<file path="src/rtl/mtm_alu_pkg.sv">
// Shared types, constants and the CRC4 step for the ALU serial front end.
// Imported by the frame receiver and the packet receiver.
package mtm_alu_pkg;

  localparam int   FRAME_LEN = 11;
  localparam logic TYPE_DATA = 1'b0;
  localparam logic TYPE_CMD  = 1'b1;

  localparam int ERR_DATA = 2;
  localparam int ERR_CRC  = 1;
  localparam int ERR_OP   = 0;

  typedef enum logic [2:0] {
    OP_AND = 3'b000,
    OP_OR  = 3'b001,
    OP_ADD = 3'b100,
    OP_SUB = 3'b101
  } op_t;

  typedef enum logic [1:0] {
    F_IDLE,
    F_TYPE,
    F_BITS,
    F_STOP
  } frame_state_t;

  // Serial CRC over x^4+x+1: feedback folds x^4 back onto x+1.
  function automatic logic [3:0] crc4_step(
    input logic [3:0] crc,
    input logic       b
  );
    logic fb;
    fb = crc[3] ^ b;
    return {crc[2], crc[1], crc[0] ^ fb, fb};
  endfunction

endpackage

</file>
<file path="src/rtl/mtm_alu_frame_rx.sv">
// Bit-level receiver: start, type, 8 data bits MSB first, stop.
// Ports: clk, rst, sin in; byte_valid, is_cmd, data_byte, frame_err out.
module mtm_alu_frame_rx
  import mtm_alu_pkg::*;
(
  input  logic       clk,
  input  logic       rst,
  input  logic       sin,
  output logic       byte_valid,
  output logic       is_cmd,
  output logic [7:0] data_byte,
  output logic       frame_err
);

  frame_state_t state, state_n;
  logic [2:0]   bit_cnt;
  logic [7:0]   shreg;
  logic         type_q;
  logic         hold;

  assign data_byte = shreg;
  assign is_cmd    = (type_q == TYPE_CMD);

  always_comb begin
    state_n    = state;
    byte_valid = 1'b0;
    frame_err  = 1'b0;
    unique case (state)
      F_IDLE: if (!sin && !hold) state_n = F_TYPE;
      F_TYPE: state_n = F_BITS;
      F_BITS: if (bit_cnt == 3'd7) state_n = F_STOP;
      F_STOP: begin
        state_n = F_IDLE;
        if (sin) byte_valid = 1'b1;
        else     frame_err  = 1'b1;
      end
      default: state_n = F_IDLE;
    endcase
  end

  // hold: after a framing error the line must return high
  // before a new start bit counts.
  always_ff @(posedge clk or posedge rst) begin
    if (rst) begin
      state   <= F_IDLE;
      bit_cnt <= 3'd0;
      shreg   <= 8'd0;
      type_q  <= 1'b0;
      hold    <= 1'b0;
    end else begin
      state <= state_n;
      if (state == F_TYPE) begin
        type_q  <= sin;
        bit_cnt <= 3'd0;
      end
      if (state == F_BITS) begin
        shreg   <= {shreg[6:0], sin};
        bit_cnt <= bit_cnt + 3'd1;
      end
      if (frame_err)
        hold <= 1'b1;
      else if (state == F_IDLE && sin)
        hold <= 1'b0;
    end
  end

endmodule

</file>
<file path="src/rtl/mtm_alu_packet_rx.sv">
// Packet layer: operand assembly, byte count, CRC4, opcode check, 1-deep out reg.
// Ports: clk, rst, sin, out_ready in; out_valid, ops, op, err, drop out.
module mtm_alu_packet_rx
  import mtm_alu_pkg::*;
#(
  parameter int         DATA_W  = 32,
  parameter int         N_OPS   = 2,
  parameter logic [7:0] OP_MASK = 8'b0011_0011
) (
  input  logic                      clk,
  input  logic                      rst,
  input  logic                      sin,
  output logic                      out_valid,
  input  logic                      out_ready,
  output logic [N_OPS*DATA_W-1:0]   ops,
  output logic [2:0]                op,
  output logic [2:0]                err,
  output logic                      drop
);

  localparam int W  = N_OPS * DATA_W;
  localparam int NB = W / 8;
  localparam int CW = $clog2(NB + 2);
  localparam logic [CW-1:0] NB_C  = CW'(NB);
  localparam logic [CW-1:0] CNT_MAX = CW'(NB + 1);

  logic       byte_valid;
  logic       is_cmd;
  logic [7:0] data_byte;
  logic       frame_err;

  mtm_alu_frame_rx u_frame (
    .clk       (clk),
    .rst       (rst),
    .sin       (sin),
    .byte_valid(byte_valid),
    .is_cmd    (is_cmd),
    .data_byte (data_byte),
    .frame_err (frame_err)
  );

  logic [CW-1:0] cnt;
  logic [3:0]    crc;
  logic [W-1:0]  shreg;
  logic [W-1:0]  shifted;
  logic [3:0]    crc_data;
  logic [3:0]    crc_cmd;
  logic [2:0]    cmd_op;
  logic [3:0]    cmd_crc;
  logic [2:0]    err_n;
  logic          pkt_done;
  logic          data_in;
  logic          load;

  // Oldest bits fall off the top once the register is full.
  if (W == 8) begin : g_sh8
    assign shifted = data_byte;
  end else begin : g_shw
    assign shifted = {shreg[W-9:0], data_byte};
  end

  assign cmd_op   = data_byte[6:4];
  assign cmd_crc  = data_byte[3:0];
  assign data_in  = byte_valid & ~is_cmd;
  assign pkt_done = frame_err | (byte_valid & is_cmd);
  assign load     = pkt_done & (~out_valid | out_ready);

  always_comb begin
    crc_data = crc;
    for (int i = 7; i >= 0; i--)
      crc_data = crc4_step(crc_data, data_byte[i]);
    crc_cmd = crc4_step(crc, 1'b1);
    for (int i = 6; i >= 4; i--)
      crc_cmd = crc4_step(crc_cmd, data_byte[i]);
  end

  always_comb begin
    err_n = 3'b000;
    if (frame_err)
      err_n[ERR_DATA] = 1'b1;
    else if (cnt != NB_C)
      err_n[ERR_DATA] = 1'b1;
    else if (cmd_crc != crc_cmd)
      err_n[ERR_CRC] = 1'b1;
    else if (!OP_MASK[cmd_op])
      err_n[ERR_OP] = 1'b1;
  end

  always_ff @(posedge clk or posedge rst) begin
    if (rst) begin
      cnt   <= '0;
      crc   <= 4'd0;
      shreg <= '0;
    end else if (pkt_done) begin
      cnt   <= '0;
      crc   <= 4'd0;
      shreg <= '0;
    end else if (data_in) begin
      shreg <= shifted;
      crc   <= crc_data;
      if (cnt != CNT_MAX) cnt <= cnt + 1'b1;
    end
  end

  always_ff @(posedge clk or posedge rst) begin
    if (rst) begin
      out_valid <= 1'b0;
      ops       <= '0;
      op        <= 3'd0;
      err       <= 3'd0;
      drop      <= 1'b0;
    end else begin
      drop <= pkt_done & out_valid & ~out_ready;
      if (load) begin
        out_valid <= 1'b1;
        ops       <= frame_err ? '0 : shreg;
        op        <= frame_err ? 3'd0 : cmd_op;
        err       <= err_n;
      end else if (out_ready) begin
        out_valid <= 1'b0;
      end
    end
  end

endmodule

</file>
<file path="config.mk">
export PLATFORM = sky130hd
export DESIGN_NAME = mtm_alu_packet_rx
export DESIGN_NICKNAME = d
export VERILOG_FILES = /design/src/rtl/mtm_alu_pkg.sv /design/src/rtl/mtm_alu_frame_rx.sv /design/src/rtl/mtm_alu_packet_rx.sv
export SDC_FILE = /design/constraint.sdc
export NUM_CORES = 1
export LEC_CHECK = 0
export BUFFER_PORTS_ARGS = -buffer_cell sky130_fd_sc_hd__buf_4
export CORE_ASPECT_RATIO = 1.75
export CORE_MARGIN = 1
export CORE_UTILIZATION = 35
export CTS_BUF_LIST = sky130_fd_sc_hd__clkbuf_16
export DETAILED_ROUTE_END_ITERATION = 12
export PLACE_DENSITY_LB_ADDON = 0.3
export REMOVE_ABC_BUFFERS = 1
export SETUP_SLACK_MARGIN = 0.3
export SYNTH_ARGS = -nofsm -noshare
export SYNTH_HDL_FRONTEND = slang
export SYNTH_SLANG_ARGS = --single-unit
</file>
<file path="constraint.sdc">
create_clock -name clk -period 7.7 [get_ports clk]
set_clock_uncertainty 0.05 [all_clocks]
set_input_delay 1.54 -clock clk [delete_from_list [all_inputs] [get_ports clk]]
set_output_delay 1.54 -clock clk [all_outputs]
set_load 0.02 [all_outputs]
</file>
==> metrics.md <==
| Metric | Value |
|---|---|
| Final-layout setup total negative slack | 0 ps |
| Peak fanout along the critical path | 71 |
| Final setup vio count | 0 |
| Number of maximum-capacitance constraint violations | 0 |
| Number of slew-limit violations in the final report | 0 |
| Fraction of layout cells with a size suffix above 1 | between 15 and 20% |
| Synth top area share | between 50% and 60% |
| Detailed placement HPWL | around 8.2 mm |
| Met1 Routed Length | ~6.0 mm |
| Share of the clock period used by the worst path after layout | between 30% and 40% |
| Logic pwr share | between 30% and 40% |
| Syn Inst Count | 701 |
| Met2 WL | 7.221 mm |
| H-tree Lvls | 4 |
| Final Cell Area | approximately 8100 µm² |
| Area leader, netlist | sky130_fd_sc_hd__dfrtp_1 |
| Remaining number of nets flagged by the antenna check after routing | 0 |
| Wire length of the first global-routing pass | between 20 and 25 mm |
| Syn-to-layout area delta | 19.42% |
| Clock latency on the worst-skew pair | about 420 ps |
| Final RePlAce weighted congestion | ~0.73 |
| TritonCTS buffer count | 17 |
| Cell Int Power | ~2200 µW |
| Post-Route Utilization | around 43% |
| Count of hold-fix buffers inserted at cts | 0 |
| Average footprint of a synthesized cell | just under 10 µm² |
| DRC violations left | 0 |
| Total Die Area | 19850 µm² |
| Buffer count from post-CTS setup fixing | 0 |
| Via-per-instance ratio | roughly 4.8 |
| Clock Root Buffer | sky130_fd_sc_hd__clkbuf_16 |
| Initial antenna violation count | 0 |
| Leakage | around 0.0040 µW |
| Worst Path Class, Setup | in2reg |
| Most used DFF post-synth | sky130_fd_sc_hd__dfrtp_1 |
| Pin count of the biggest net entering global routing | roughly 140 |
| Antenna fix cells | 0 |
| Aggregate global-route resource usage | roughly 15% |
| Net count reported at finish | roughly 770 |
| Register bit total from synthesis | ~160 |
| EDFF count, synth | 0 |
| Drt first-iter violations | 280 |
| Placeable core area | around 19000 µm² |
| Maximum root-to-sink buffer count | 2 |
| Most frequent cells after synthesis | sky130_fd_sc_hd__dfrtp_1, sky130_fd_sc_hd__nand2_1, sky130_fd_sc_hd__nand3_1, sky130_fd_sc_hd__inv_1, sky130_fd_sc_hd__o21ai_0 |
| Switching Fraction | 38.47% |
| Tightest Pin Transition | 1162 ps |
| Leading post-synthesis cells by cell area | sky130_fd_sc_hd__dfrtp_1, sky130_fd_sc_hd__nand3_1, sky130_fd_sc_hd__nand2_1 |
| Number of detailed-routing iterations run before antenna repair | 4 |
| Clock share of power | around 23% |
| Clock-pin transition on the worst setup and hold timing paths | 60 ps |
| Arr. time, crit path | approximately 3100 ps |
| Sequential share of the synthesized area | a little under 60% |
| Routed met3 length | 268 µm |
| Kind of path behind the tightest hold check | reg2reg |
| Time the worst path needs with I/O delays and setup | between 2000 and 3000 ps |
| Number of I/O pins | 76 |
| Drt wl/cell | roughly 14 µm |
| Async set-reset flop share out of synthesis | 100.0% |
| Setup crit end kind | flop |
| Overall via count from detail_route | ~4800 |
| Most used standard cell by instance count after synthesis | sky130_fd_sc_hd__dfrtp_1 |
| Placement Rows | between 60 and 70 |
| Setup repair after global routing missed its margin | false |
| Worst hold margin | 417.5 ps |
| Final count of hold timing violations | 0 |
| Topmost layer with routed signal wires | met4 |
| Horizontal die dimension | 106.9 µm |
| Clock tree from TritonCTS | yes |
| Die height | about 190 µm |
| Worst max-slew margin expressed relative to the limit | about 23% |
| CTS sink count | 159 |
| Placed cell area | ~7500 µm² |
| Total net switching power | approximately 1400 µW |
| Data required time of the worst path | 8000 ps |
| Proportion of power drawn by flip-flops and latches | between 30% and 40% |
| Result of the run | finished clean |
| Drt total wl | ~14 mm |
| Max frequency | between 0.3 and 0.4 GHz |
| Gr ovfl total | 0 |
| Number of global-route vias before repair | 4543 |
| Cell area after synthesis | just under 7000 µm² |
| Power density of the placed cells | around 440 nW/µm² |
| Startpoint type of the worst setup path | input pin |
| PortBufs | between 70 and 80 |
| Number of resized instances in the post-cts repair step | 0 |
| Peak supply drop | roughly 0.18 mV |
| Synthesis Warnings | 0 |
| Initial cell density of the core | roughly 36% |
| Distinct cells, synth | 37 |
[layout by cell type, fill, tap and decap left out, drive strengths merged, types with 4 or more instances in the layout]
cell	Yosys	layout
nor2	9	9
inv	76	83
nand3	135	135
dfrtp	159	159
o21ai	71	71
clkinvlp	0	5
nand2	139	139
buf	12	80
ha	10	10
mux2	8	8
xnor2	7	7
clkbuf	35	17
nand2b	5	5
xnor3	6	6
o22ai	4	4
[final timing paths]
kind	from	endpoint	slack, ps	cells after the start
min	ops[7]	ops[7]	420	2
max in group asynchronous	rst	shreg[30]	4960	3
min in group asynchronous	rst	ops[47]	1220	2
min reg2reg	ops[7]	ops[7]	420	2
max reg2reg	u_frame.state[0]	err[0]	5460	6
max	sin	err[0]	4890	5
[area by class of cell]
| type | instances | area [µm²] |
|---|---|---|
| repair buffers | 80 | 600.6 |
| well taps | 238 | 297.8 |
| inverters | 76 | 290.3 |
| multi-input cells | 419 | 2322 |
| flip-flops and latches | 159 | 3979 |
| fillers | 1813 | 10690 |
| clock buffers | 17 | 425.4 |
| clock inverters | 15 | 138.9 |
[power groups by stage]
stage	sequential, µW	combinational (µW)	clock (µW)
after CTS	1400	1390	823
after global placement	1410	1360	0
after global routing	1440	1520	861
final	1390	1360	802
after floorplan	1490	823	0
after detailed placement	1410	1380	0
[metrics by stage]
| step | worst slack (ps) | instances | total power (µW) |
|---|---|---|---|
| after floorplan | 1818 | 654 | 2318 |
| after global placement | 4407 | 972 | 2770 |
| after detailed placement | 4390 | 972 | 2796 |
| after CTS | 4841 | 1004 | 3607 |
| after global routing | 4630 | 1004 | 3815 |
| final | 4887 | 1004 | 3559 |
[critical path, cell delays in order]
cell and delay [ps]:
sky130_fd_sc_hd__buf_4 130, sky130_fd_sc_hd__nand2b_1 190, sky130_fd_sc_hd__nand3_4 670, sky130_fd_sc_hd__nor2_1 380, sky130_fd_sc_hd__a32o_1 190
[cells by family after synthesis]
kind of cell / Yosys count / synth area share [%]
AOI/OAI and AO/OA: 87 / 7.106
xor gates and xnor gates: 15 / 3.785
adders and majority gates: 10 / 1.855
buffers and inverters: 123 / 7.031
DFF: 159 / 59.00
muxes: 10 / 1.633
and+or+nand+nor: 297 / 19.59
[registers in the layout (all words and copies together), names as in the netlist, 3 cells and up]
register           cells
cnt                    4
crc                    4
err                    3
op                     3
ops                   64
shreg                 64
u_frame.bit_cnt        3
u_frame.data_byte      8
[routing by layer]
| metal | track usage (%) | vias to the layer above |
|---|---|---|
| li1 | - | 2387 |
| met1 | 18.88 | 2331 |
| met2 | 25.24 | 58 |
| met3 | 2.976 | 14 |
| met4 | 6.685 | 0 |
| met5 | 0 | - |
(Power assumes the default switching activity.)
